File: src/rtl/dmem_access_ctrl.sv
// dmem_access_ctrl: sequences one byte/halfword/word load or store at a time
// onto a byte-wide data memory. Loads are big-endian and are sign- or
// zero-extended. wb_sel chooses between rdata and the zero-extended address.
module dmem_access_ctrl #(
  parameter int ADDR_W = 8
) (
  input  logic              clk,
  input  logic              reset,
  input  logic              start,
  input  logic              rw,
  input  logic [1:0]        size,
  input  logic              signed_ld,
  input  logic [ADDR_W-1:0] addr,
  input  logic [31:0]       wdata,
  input  logic [7:0]        mem_rdata,
  output logic [ADDR_W-1:0] mem_addr,
  output logic              mem_we,
  output logic [7:0]        mem_wdata,
  output logic              busy,
  output logic              done,
  output logic              err,
  output logic [31:0]       rdata,
  output logic              wb_sel
);

  localparam logic [1:0] IDLE  = 2'd0;
  localparam logic [1:0] RUN   = 2'd1;
  localparam logic [1:0] DRAIN = 2'd2;
  localparam logic [1:0] DONE  = 2'd3;

  logic [1:0]        state_q;
  logic              rw_q;
  logic [1:0]        size_q;
  logic              sgn_q;
  logic [ADDR_W-1:0] base_q;
  logic [31:0]       wdata_q;
  logic [1:0]        last_q;   // index of final byte: N-1
  logic [1:0]        cnt_q;
  logic [23:0]       shift_q;  // earlier bytes of a load; last byte comes straight from mem_rdata

  logic              misaligned;
  logic [1:0]        last_in;
  logic [1:0]        cnt_inc;
  logic [7:0]        first_byte;
  logic [7:0]        next_byte;
  logic [31:0]       load_word;
  logic [31:0]       ext_word;

  // Byte idx counted from the least-significant end of the store word.
  function automatic logic [7:0] byte_of(input logic [31:0] d, input logic [1:0] idx);
    logic [7:0] b;
    case (idx)
      2'd0:    b = d[7:0];
      2'd1:    b = d[15:8];
      2'd2:    b = d[23:16];
      default: b = d[31:24];
    endcase
    return b;
  endfunction

  // Request decode, next-byte selection and load extension.
  always_comb begin
    misaligned = (size == 2'b11)
               | ((size == 2'b01) & addr[0])
               | ((size == 2'b10) & (addr[1:0] != 2'b00));
    case (size)
      2'b00:   last_in = 2'd0;
      2'b01:   last_in = 2'd1;
      default: last_in = 2'd3;
    endcase
    cnt_inc    = cnt_q + 2'd1;
    // Byte cnt is the most-significant remaining one: index last - cnt.
    first_byte = byte_of(wdata, last_in);
    next_byte  = byte_of(wdata_q, last_q - cnt_inc);
    load_word  = {shift_q, mem_rdata};
    case (size_q)
      2'b00:   ext_word = sgn_q ? {{24{load_word[7]}}, load_word[7:0]}
                                : {24'b0, load_word[7:0]};
      2'b01:   ext_word = sgn_q ? {{16{load_word[15]}}, load_word[15:0]}
                                : {16'b0, load_word[15:0]};
      default: ext_word = load_word;
    endcase
  end

  // Sequencer state, memory-side outputs and load result registers.
  always_ff @(posedge clk) begin
    if (reset) begin
      state_q   <= IDLE;
      rw_q      <= 1'b0;
      size_q    <= '0;
      sgn_q     <= 1'b0;
      base_q    <= '0;
      wdata_q   <= '0;
      last_q    <= '0;
      cnt_q     <= '0;
      shift_q   <= '0;
      mem_addr  <= '0;
      mem_we    <= 1'b0;
      mem_wdata <= '0;
      busy      <= 1'b0;
      done      <= 1'b0;
      err       <= 1'b0;
      rdata     <= '0;
      wb_sel    <= 1'b0;
    end else begin
      case (state_q)
        IDLE: begin
          if (start) begin
            rw_q    <= rw;
            size_q  <= size;
            sgn_q   <= signed_ld;
            base_q  <= addr;
            wdata_q <= wdata;
            last_q  <= last_in;
            cnt_q   <= '0;
            shift_q <= '0;
            wb_sel  <= 1'b0;
            busy    <= 1'b1;
            if (misaligned) begin
              state_q <= DONE;
              done    <= 1'b1;
              err     <= 1'b1;
            end else begin
              // First byte is issued on the accept edge so RUN starts with it on the bus.
              state_q   <= RUN;
              mem_addr  <= addr;
              mem_we    <= rw;
              mem_wdata <= first_byte;
            end
          end
        end
        RUN: begin
          // Read data for the byte issued last cycle is present now.
          if (!rw_q && (cnt_q != 2'd0)) begin
            shift_q <= {shift_q[15:0], mem_rdata};
          end
          if (cnt_q == last_q) begin
            mem_we <= 1'b0;
            if (rw_q) begin
              state_q <= DONE;
              done    <= 1'b1;
            end else begin
              state_q <= DRAIN;
            end
          end else begin
            cnt_q     <= cnt_inc;
            mem_addr  <= base_q + ADDR_W'(cnt_inc);
            mem_wdata <= next_byte;
          end
        end
        DRAIN: begin
          rdata   <= ext_word;
          wb_sel  <= 1'b1;
          done    <= 1'b1;
          state_q <= DONE;
        end
        default: begin
          done    <= 1'b0;
          err     <= 1'b0;
          busy    <= 1'b0;
          state_q <= IDLE;
        end
      endcase
    end
  end

endmodule

File: config.mk
export PLATFORM = sky130hd
export DESIGN_NAME = dmem_access_ctrl
export DESIGN_NICKNAME = d
export VERILOG_FILES = /design/src/rtl/dmem_access_ctrl.sv
export SDC_FILE = /design/constraint.sdc
export NUM_CORES = 1
export LEC_CHECK = 0
export BUFFER_PORTS_ARGS = -buffer_cell sky130_fd_sc_hd__buf_2
export CORE_ASPECT_RATIO = 1.4
export CORE_MARGIN = 3
export CORE_UTILIZATION = 55
export CTS_BUF_LIST = sky130_fd_sc_hd__clkbuf_4 sky130_fd_sc_hd__clkbuf_8
export DETAILED_ROUTE_END_ITERATION = 10
export PLACE_DENSITY = 0.78
export SYNTH_ARGS = -nofsm -noshare
export SYNTH_HDL_FRONTEND = slang
export SYNTH_SLANG_ARGS = --single-unit
File: constraint.sdc
create_clock -name clk -period 3.35 [get_ports clk]
set_input_delay 0.1675 -clock clk [delete_from_list [all_inputs] [get_ports clk]]
set_output_delay 0.1675 -clock clk [all_outputs]
set_load 0.01 [all_outputs]
# Yosys cells after proc, flatten, opt, wreduce, memory -nomap -nowiden
# Index checks and enable logic that the tools add are counted.
# word_totals
inputBits,55
register_bits,127
# op_classes
n_eq_ne,18
bitwise_logic,5
mux,39
n_reduce_logical,22
addsub,3
# op_table
cell,count
32-bit 2-to-1 mux,2
32-bit case mux with 2 select lines,1
24-bit 2-to-1 mux,2
8-bit 2-to-1 mux,6
24-bit case mux with 2 select lines,1
8-bit case mux with 3 select lines,2
8-bit case mux with 2 select lines,2
"2-bit != test, second input constant",7
4-bit AND reduction,3
"2-bit by 1-bit == test with 1-bit output, second input constant",5
"2-bit == test, second input constant",5
2-bit logical NOT,5
1-bit 2-to-1 mux,10
2-bit 2-to-1 mux,5
3-bit AND reduction,3
8-bit by 2-bit adder with 8-bit output,1
1-bit case mux with 2 select lines,4
2-bit case mux with 2 select lines,2
2-bit AND reduction,4
2-bit nonzero test,4
2-bit case mux with 3 select lines,1
1-bit case mux with 3 select lines,1
"2-bit by 1-bit adder with 2-bit output, second input constant",1
1-bit AND,2
7 further kinds,8

# Logic depth before layout (Yosys ltp)
# Gate-level depths: netlist of run 1.
# logic_depth
depth_word,7
depth_mapped,10
mapped_depth_nobuf,8

# Worst setup path after synthesis of run 1
# Ideal clock, no wire load.
# synth_timing
path_type,flip-flop to flip-flop
from,register cnt_q[1]
to,register mem_wdata[1]
required_ns,3.220
t_arrival_ns,2.068
setup_ns,0.130
slack_ns,1.152
n_path_buf,1
period_less_slack_ns,2.198
stages_incl_launch_ff,9
cell_sequence,dfxtp_1 > inv_1 > ha_1 > xnor2_2 > xnor2_1 > buf_6 > mux4_1 > nand2_1 > a211oi_1
# synth_via
elab_chain_cells,6
word_cells_on_any_way,11
# synth_lines
item,line_no,source
from (decl),38,logic [1:0] cnt_q;
from (signal assigned),146,cnt_q <= cnt_inc;
2-bit by 1-bit adder with 2-bit output,71,cnt_inc = cnt_q + 2'd1;
2-bit subtractor,74,"next_byte = byte_of(wdata_q, last_q - cnt_inc);"
"2-bit == test, or another cell as far along",52,case (idx)
8-bit case mux with 3 select lines,52,
8-bit 2-to-1 mux,137,if (cnt_q == last_q) begin
8-bit case mux with 2 select lines,106,case (state_q)
to (signal assigned),128,mem_wdata <= first_byte;
to (signal assigned),148,mem_wdata <= next_byte;
to (decl),18,"output logic [7:0] mem_wdata,"
# Several ways; a longest one is shown, not always the timed one. The select of a mux whose other input is x is not followed.
# A chain may end at the register's enable or synchronous reset.

# Final worst setup path of run 1
# Same ends and word-level chain as after synthesis.

==> metrics.sh, run 1 <==
MEAN_POST_SYNTH_CELL_AREA_UM2=8.18
CORE_AREA_UM2=9620
WORST_SLEW_MARGIN_RELATIVE_TO_ITS_LIMIT=0.213
SYNTH_COMMONEST_CELLS='nand2_1, dfxtp_1, a21oi_1, nor2_1, clkbuf_1'
CTS_HTREE_LEVELS=4
DRT_DRC_VIOLATIONS_LEFT=0
FIN_SETUP_TNS_NS=0
CRITICAL_PATH_CLASS='reg2reg'
GRT.TOTAL_USAGE=0.259
POWERDENSITY_nW_PER_UM2=842
CRIT_ARRIVAL_NS=3.21
GRT_PASS1_WL_UM=24100
CLOCK_SINK_COUNT=127
R2R_SLACK_NS=0.45
SKEW_NS=0.0126
SYNTH_SEQ_AREA_SHARE=0.460
POWER.TOTAL_mW=5.87
CTS_TREE='built'
DRIVE_ABOVE_1_SHARE=0.190
AVGVIACOUNTPERCELL=5.52
SYNTH-EDFF-COUNT=0
POST-DP-HPWL_UM=9480
POWER.SHARE.CLOCK=0.263
WORSTREGTOREGCELLS=7
MIN_PATH_TYPE='in2reg'
DRTITER0DRC=294
IO-PIN-COUNT=108
CRITPATHCAPTURETYPE='register'
CTS.PATH.MAX_BUFFERS=2
POWER.SWITCHING_FRACTION=0.378
ROUTED_WIRE_LENGTH_PER_INSTANCE_UM=15.0
NETLIST.TOP_CELL.BY_AREA='dfxtp_1'
RSZ0062_AT_GRT='no'
SYNTH.FF_LATCH_COUNT=127
R2R_START='cnt_q[1]'
DRT-TOTAL-WL_UM=14200
AREA_GROWTH_PCT=26.1
YS.WARNINGS.COUNT=0
DIE_WIDTH_UM=90.8
GRT_OVERFLOW_TOTAL=0
DETAILED_ROUTE_VIA_COUNT=5254
ASYNCSETRESETFLOPFRACSYNTH=0
TIMING.CRITICAL_PATH.FANOUT_MAX=12
CLK_PIN_SLEW_NS=0.07
REPORT.FINAL.HOLD_VIOL_COUNT=0
TIMING.CRITICAL_PATH.FROM_TYPE='register'
POWER_FRAC_SEQ=0.352
HP-START='mem_rdata[1]'
OUTCOME='complete, no violations'
P_SW_mW=2.22
PLACE_WS_NS=0.461
ROWS=42
INTERNAL_POWER_CONTRIBUTION_mW=3.65
NETLIST.AREA_LEADER.SHARE=0.460
DIE_AREA_UM2=11300
CRIT_END='mem_wdata[1]'
SYNTHDISTINCTLIBCELLS=48
CRIT_PATH_START='cnt_q[1]'
NUM-FILL-CELLS=738
GP_CONGESTION=0.837
ENDPOINT_REQUIRED_TIME_ON_THE_CRITICAL_PATH_NS=3.65
SYNTHESIS.AREA_UM2=5530
FIRSTDRTPASSITERS=5
P_COMB_FRAC=0.385
SYNTHTOPCELLSBYAREA='dfxtp_1, a21oi_1, nand2_1, mux2i_1, nor2_1'
NUMBER_OF_PINS_EXCEEDING_THEIR_MAX_SLEW_LIMIT_IN_THE_FINAL_REPORT=0
SYN-NUM-NETS=741
FINALSETUPVIOLATIONS=0
FMAXACHIEVABLE_GHz=0.344
SYNTH_CELLS=676
NETS=871
NUMCTSBUFFERS=17
FIRST_GLOBAL_VIAS=5265
SETUP_SLACK_AFTER_LAYOUT_NS=0.445
DETAIL-ROUTE-ANTENNA-NETS=0
IO_BUFFER_COUNT=107
TIMING_WORST_SLEW_PIN_VALUE_NS=1.17
ANTENNA_DIODE_COUNT=0
LEAKAGE_nW=2.88
MAX_RAIL_DROP_VDD_uV=437
FLOORPLAN.INITIALDENSITY=0.575
MAXCAPVIOLCOUNT=0
ANTENNA_FOUND_INITIAL=0
GRT_MAX_DEGREE=55
FINAL.MIN_CLOCK_PERIOD_NS=2.90
REG2REG_TO='mem_wdata[1]'
CTS_REPAIR_RESIZE_COUNT=0
POST-SYNTH-TOP-COUNT-CELL='nand2_1'
INSERTION_DELAY_NS=0.44
FIN_CRIT_SH=0.867
SYNTH-MAIN-FF-CELL='dfxtp_1'
ROOT_BUFFER='clkbuf_8'
DIE_Y_UM=125
[kinds of logic after synthesis]
family / count (synthesis) / synth area share
compound gates: 169 / 0.174
simple gates: 278 / 0.215
xor+xnor: 9 / 0.0170
mux: 27 / 0.0606
flops: 127 / 0.460
buf+inv: 56 / 0.0507
fa+ha+maj: 10 / 0.0240
[power by group through the flow]
stage          combinational [mW]  sequential [mW]  clock [mW]
6_report                     2.26             2.07        1.54
5_1_grt                      2.55             2.10        1.62
4_1_cts                      2.26             2.06        1.56
3_5_place_dp                 2.19             2.09           0
3_3_place_gp                 2.13             2.07           0
2_1_floorplan                1.62             2.14           0
[placed cells by master, fill, tap and decap left out, types with 20 or more instances in the layout]
master and n:
nand2_1 146, dfxtp_1 127, a21oi_1 116, buf_2 106
nor2_1 55, dlygate4sd3_1 47, nor3_1 26, nand3_1 26
mux2i_1 23, clkbuf_8 20
[stage by stage]
stage	instance area, um2	util	hold slack, ns	instances
after detailed placement	6030	0.627	0.422	872
after floorplan	5530	-	0.303	676
after global routing	6980	0.725	0.0162	951
final	6980	0.725	0.0167	951
after global placement	6030	0.627	0.408	872
after CTS	6980	0.725	0.00183	951
[worst min-delay path by stage]
stage / end / slack (ns) / cells past startpoint
2_1_floorplan: wdata_q[0] / 0.30 / 2
3_3_place_gp: wdata_q[23] / 0.41 / 3
3_5_place_dp: wdata_q[20] / 0.42 / 3
4_1_cts: base_q[1] / 0.002 / 3
5_1_grt: shift_q[1] / 0.02 / 3
6_report: rdata[1] / 0.02 / 3
[flip-flops by register name, summed over array words and instances, names as in the netlist, 2 cells and up]
register   count
rdata         32
wdata_q       32
shift_q       24
base_q         8
mem_addr       8
mem_wdata      8
cnt_q          2
last_q         2
size_q         2
state_q        2
[what timing repair did]
item                      in CTS  in global routing
buffers inserted               0                  0
hold endpoints to repair      51                  0
hold buffers                  47                  0
[critical path: stages (launching register included)]
cell and delay (ns):
dfxtp_1 0.41, inv_1 0.06, ha_1 0.37, xnor2_2 0.19
xnor2_1 0.92, mux4_1 0.68, nand2_1 0.08, a211oi_1 0.07
[layout make-up]
type,instances,area [um2],share of cell area
Clock buffer,22,290,0.0416
Clock inverter,10,181,0.0260
Inverter,6,22.5,0.00323
Multi-Input combinational cell,493,2710,0.389
Sequential cell,127,2540,0.364
Tap cell,132,165,0.0237
Timing Repair Buffer,161,1060,0.152
[metal layers]
layer	track usage	wire [um]	up-vias
li1	-	-	2579
met1	0.288	5630	2451
met2	0.460	7380	175
met3	0.0628	753	49
met4	0.117	465	0
met5	0	0	-
(Power assumes the default switching activity.)
==> inputs of run 2 (changes only) <==
==> constraint.sdc (replaced) <==
create_clock -name clk -period 2.7 [get_ports clk]
set_input_delay 0.135 -clock clk [delete_from_list [all_inputs] [get_ports clk]]
set_output_delay 0.135 -clock clk [all_outputs]
set_load 0.01 [all_outputs]
==> run 2 against run 1 <==
Net effect: core utilization increased by 0.22 points; critical path type unchanged; critical path depth unchanged; wire length increased by 1.9%.
==> metrics.sh, run 2 (synthesis results as in run 1) <==
OUTCOME='complete, no violations'
WORST_SLEW_MARGIN_RELATIVE_TO_ITS_LIMIT=0.245
GRT.TOTAL_USAGE=0.260
CTS_HTREE_LEVELS=4
GRT_OVERFLOW_TOTAL=0
ENDPOINT_REQUIRED_TIME_ON_THE_CRITICAL_PATH_NS=2.99
NETS=877
GP_CONGESTION=0.833
FINALSETUPVIOLATIONS=0
ROUTED_WIRE_LENGTH_PER_INSTANCE_UM=15.2
TIMING.CRITICAL_PATH.FANOUT_MAX=5
NUMCTSBUFFERS=17
CTS_TREE='built'
P_SW_mW=2.77
DIE_AREA_UM2=11300
POST-DP-HPWL_UM=9470
ROWS=42
FMAXACHIEVABLE_GHz=0.411
INSERTION_DELAY_NS=0.43
MIN_PATH_TYPE='in2reg'
GRT_MAX_DEGREE=84
NUMBER_OF_PINS_EXCEEDING_THEIR_MAX_SLEW_LIMIT_IN_THE_FINAL_REPORT=0
MAX_RAIL_DROP_VDD_uV=607
REPORT.FINAL.HOLD_VIOL_COUNT=0
FLOORPLAN.INITIALDENSITY=0.575
FIN_CRIT_SH=0.902
CRITICAL_PATH_CLASS='reg2reg'
DIE_Y_UM=125
LEAKAGE_nW=2.89
MOSTFREQUENTLAYOUTCELL='nand2_1'
LARGEST_REGISTERS='rdata x32, wdata_q x32, shift_q x24'
DRIVE_ABOVE_1_SHARE=0.193
SKEW_NS=0.00794
MAXCAPVIOLCOUNT=0
IO-PIN-COUNT=108
POWER.SHARE.CLOCK=0.236
CRITPATHCAPTURETYPE='register'
POWER.SWITCHING_FRACTION=0.387
FINAL.MIN_CLOCK_PERIOD_NS=2.44
CTS.PATH.MAX_BUFFERS=2
MET3_LENGTH_UM=789
DIE_WIDTH_UM=90.8
P_COMB_FRAC=0.407
IO_BUFFER_COUNT=107
MET2_WIRELENGTH_UM=7880
POWER_FRAC_SEQ=0.357
FIN_SETUP_TNS_NS=0
DRT_DRC_VIOLATIONS_LEFT=0
DRTITER0DRC=331
CTS_REPAIR_RESIZE_COUNT=0
ANTENNA_FOUND_INITIAL=0
LAYOUT.CELLS.MOST_COMMON_LIST='nand2_1, dfxtp_1, a21oi_1'
DETAILED_ROUTE_VIA_COUNT=5300
TIMING.CRITICAL_PATH.FROM_TYPE='register'
FINAL_CELL_AREA_UM2=7000
CLOCK_SINK_COUNT=127
AVGVIACOUNTPERCELL=5.54
CLK_PIN_SLEW_NS=0.07
CORE_AREA_UM2=9620
FIRST_GLOBAL_VIAS=5268
ANTENNA_DIODE_COUNT=0
GRT_PASS1_WL_UM=24300
DRT-TOTAL-WL_UM=14500
R2R_SLACK_NS=0.26
ROOT_BUFFER='clkbuf_8'
DETAIL-ROUTE-ANTENNA-NETS=0
ROUTE.LAYER.MET1.WL_UM=5540
AREA_GROWTH_PCT=26.5
INTERNAL_POWER_CONTRIBUTION_mW=4.39
TIMING_WORST_SLEW_PIN_VALUE_NS=1.12
CRIT_ARRIVAL_NS=2.73
PLACEMENT.CELL_AREA_UM2=6080
HIGHEST-SIGNAL-LAYER='met4'
RSZ0062_AT_GRT='no'
POWERDENSITY_nW_PER_UM2=1020
FIRSTDRTPASSITERS=6
run 2: cell types whose count changed in the layout (fill, tap and decap cells not counted), sizes merged:
cell / before / now
buf: 114 / 117
clkbuf: 22 / 21
bufinv: 5 / 3
dlygate4sd3: 47 / 50
clkinvlp: 1 / 2
clkinv: 3 / 6
inv: 7 / 6
run 2: metrics by stage:
stage | power [mW] | hold slack [ns] | instances | util | setup WS (ns)
global route | 7.63 | 0.141 | 957 | 0.728 | 0.0824
finish | 7.15 | 0.137 | 957 | 0.728 | 0.265
global placement | 5.32 | 0.376 | 875 | 0.632 | 0.359
detailed placement | 5.41 | 0.386 | 875 | 0.632 | 0.270
floorplan | 4.66 | 0.271 | 676 | - | 0.502
CTS | 7.17 | 0.110 | 957 | 0.728 | 0.251
run 2: worst paths after layout:
kind                                endpoint  cells after the start   startpoint
worst min register to register   shift_q[17]                      2  shift_q[17]
worst min-delay path                    busy                      4        start
worst max register to register  mem_wdata[1]                      7     cnt_q[1]
worst max-delay path            mem_wdata[1]                      7     cnt_q[1]
run 2: power by group through the flow:
stage | clock, mW | combinational, mW | sequential, mW
finish | 1.69 | 2.91 | 2.55
global route | 1.80 | 3.22 | 2.60
detailed placement | 0 | 2.82 | 2.59
floorplan | 0 | 2.01 | 2.65
global placement | 0 | 2.74 | 2.57
CTS | 1.72 | 2.90 | 2.55
run 2: repair_timing:
item,4_1_cts,5_1_grt
buffers inserted,0,0
hold endpoints to repair,58,0
hold buffers,50,0
endpoints found under the setup margin,0,0
run 2: cell type report:
cell class              instances  area [um2]
multi-input cells             493        2710
clock buffers                  21         277
flip-flops and latches        127        2540
well taps                     132         165
inverters                       6        22.5
clock inverters                11         139
fillers                       738        2620
repair buffers                167        1140
run 2: metal layers:
metal / global-route usage / vias to the layer above
li1: - / 2601
met1: 0.286 / 2487
met2: 0.475 / 180
met3: 0.0653 / 32
met4: 0.0983 / 0
met5: 0 / -
run 2: critical path: stages (launching register included):
cell and delay [ns]:
dfxtp_1 0.39, inv_1 0.06, ha_1 0.37, xnor2_2 0.19, xnor2_1 0.50, mux4_1 0.63
nand2_1 0.08, a211oi_1 0.07
==> inputs of run 3 (changes only) <==
--- a/config.mk
+++ b/config.mk
@@ -6,7 +6,8 @@
 export NUM_CORES = 1
 export LEC_CHECK = 0
 export BUFFER_PORTS_ARGS = -buffer_cell sky130_fd_sc_hd__buf_2
-export CORE_ASPECT_RATIO = 1.4
+export CAP_MARGIN = 20
+export CORE_ASPECT_RATIO = 0.9
 export CORE_MARGIN = 3
 export CORE_UTILIZATION = 55
 export CTS_BUF_LIST = sky130_fd_sc_hd__clkbuf_4 sky130_fd_sc_hd__clkbuf_8
==> run 3 against run 2 <==
Net effect: sequential share of layout area grew 0.13 points; final area decreased by 0.36%; total power hardly changed; worst hold slack lost 0.030 ns; die area down 0.13%; via count is 0.40% higher; wire length grew 3.0%; non-clock buffer count is 2 higher; clock skew rose by 0.0045 ns; critical path type unchanged; largest cell class unchanged.
==> metrics.sh, run 3 (synthesis results as in run 1) <==
FIN_SETUP_TNS_NS=0
SETUP_SLACK_AFTER_LAYOUT_NS=0.196
GP_CONGESTION=0.875
MOSTFREQUENTLAYOUTCELL='nand2_1'
CTS_TREE='built'
CTS_HTREE_LEVELS=4
MAXCAPVIOLCOUNT=0
GRT_MAX_DEGREE=51
DRT-TOTAL-WL_UM=14900
DIE_Y_UM=101
DRIVE_ABOVE_1_SHARE=0.195
POWER.TOTAL_mW=7.16
ROWS=34
LEAKAGE_nW=2.88
NETS=879
ENDPOINT_REQUIRED_TIME_ON_THE_CRITICAL_PATH_NS=3.01
MAX_STAGE_DELAY_NS=0.65
ROOT_BUFFER='clkbuf_8'
CTS_REPAIR_RESIZE_COUNT=0
AVGVIACOUNTPERCELL=5.58
MIN_PATH_TYPE='in2reg'
CRIT_ARRIVAL_NS=2.81
GRT_PASS1_WL_UM=24300
WORST_SLEW_MARGIN_RELATIVE_TO_ITS_LIMIT=0.442
POST-DP-HPWL_UM=9380
ANTENNA_FOUND_INITIAL=0
PLACEMENT.CELL_AREA_UM2=6060
POWERDENSITY_nW_PER_UM2=1030
FIRSTDRTPASSITERS=5
HOLD_BUFFERS=50
CRITPATHCAPTURETYPE='register'
FIN_CRIT_SH=0.927
MAX_RAIL_DROP_VDD_uV=561
GRTUSAGEMET3=0.0639
FIRST_GLOBAL_VIAS=5034
IO_BUFFER_COUNT=107
FINAL.MIN_CLOCK_PERIOD_NS=2.50
FLOORPLAN.INITIALDENSITY=0.568
R2R_SLACK_NS=0.20
GRT_BUSIEST_LAYER='met2'
ANTENNA_DIODE_COUNT=0
DRTITER0DRC=350
TIMING.CRITICAL_PATH.FROM_TYPE='register'
NUMBER_OF_PINS_EXCEEDING_THEIR_MAX_SLEW_LIMIT_IN_THE_FINAL_REPORT=0
GRT.TOTAL_USAGE=0.265
CLOCK_SINK_COUNT=127
CLK_PIN_SLEW_NS=0.08
ROUTED_WIRE_LENGTH_PER_INSTANCE_UM=15.7
RSZ0062_AT_GRT='no'
REPORT.FINAL.HOLD_VIOL_COUNT=0
AREA_GROWTH_PCT=26.0
INSERTION_DELAY_NS=0.45
CTS.REPAIR_TIMING.SETUP_BUFFER_COUNT=0
CORE_AREA_UM2=9740
LAYOUT.CELLS.MOST_COMMON_LIST='nand2_1, dfxtp_1, a21oi_1'
PLACE_WS_NS=0.281
DETAIL-ROUTE-ANTENNA-NETS=0
TIMING.CRITICAL_PATH.FANOUT_MAX=5
DIE_AREA_UM2=11300
DETAILED_ROUTE_VIA_COUNT=5321
GRTUSAGEMET1=0.345
GRT_USE_MET2=0.439
CRITICAL_PATH_CLASS='reg2reg'
DRT_DRC_VIOLATIONS_LEFT=0
FMAXACHIEVABLE_GHz=0.399
SKEW_NS=0.0125
LARGEST_REGISTERS='rdata x32, wdata_q x32, shift_q x24'
FINALSETUPVIOLATIONS=0
CRIT_CHAIN='inv_1 > ha_1 > xnor2_2 > xnor2_1 > mux4_1 > nand2_1 > a211oi_1'
GRT_OVERFLOW_TOTAL=0
WORST_PATH_MAX_DELAY_CELL='mux4_1'
NUMCTSBUFFERS=17
DIE_WIDTH_UM=112
PATH_BUF_INV=1
CRITICAL-PATH-TOP-DELAY-FAMILY='XOR/XNOR gates'
FINAL_CELL_AREA_UM2=6970
TIMING_WORST_SLEW_PIN_VALUE_NS=0.837
CTS.PATH.MAX_BUFFERS=2
OUTCOME='complete, no violations'
IO-PIN-COUNT=108
run 3: worst paths after layout:
check / start / to / cells past startpoint
setup / recovery: cnt_q[1] / mem_wdata[0] / 7
hold / removal: reset / wdata_q[22] / 2
setup reg to reg: cnt_q[1] / mem_wdata[0] / 7
hold reg to reg: mem_addr[2] / mem_addr[2] / 2
run 3: stage by stage:
step	utilization	std cells	hold WS [ns]
global route	0.716	953	0.102
global placement	0.622	870	0.377
CTS	0.715	952	0.0896
finish	0.716	953	0.106
detailed placement	0.622	870	0.381
floorplan	-	676	0.271
run 3: routing by layer:
| metal | vias up | wire length [um] |
|---|---|---|
| li1 | 2598 | - |
| met1 | 2514 | 6660 |
| met2 | 177 | 7180 |
| met5 | - | 0 |
| met4 | 0 | 276 |
| met3 | 32 | 814 |
run 3: final cells by class:
type                            instances  area [um2]
Timing Repair Buffer                  169        1130
Sequential cell                       127        2540
Clock buffer                           17         234
Multi-Input combinational cell        493        2710
Clock inverter                         15         174
Fill cell                             749        2770
Tap cell                              126         158
Inverter                                6        22.5
run 3: worst register-to-register path: stages (launching register included):
cell,delay (ns)
dfxtp_1,0.41
inv_1,0.07
ha_1,0.37
xnor2_2,0.19
xnor2_1,0.55
mux4_1,0.65
nand2_1,0.08
a211oi_1,0.06
run 3: where the power goes:
group          internal, mW  switching [mW]  leakage (nW)
Clock                 0.849           0.835         0.201
Sequential             2.29           0.284          1.04
Combinational          1.11            1.79          1.64
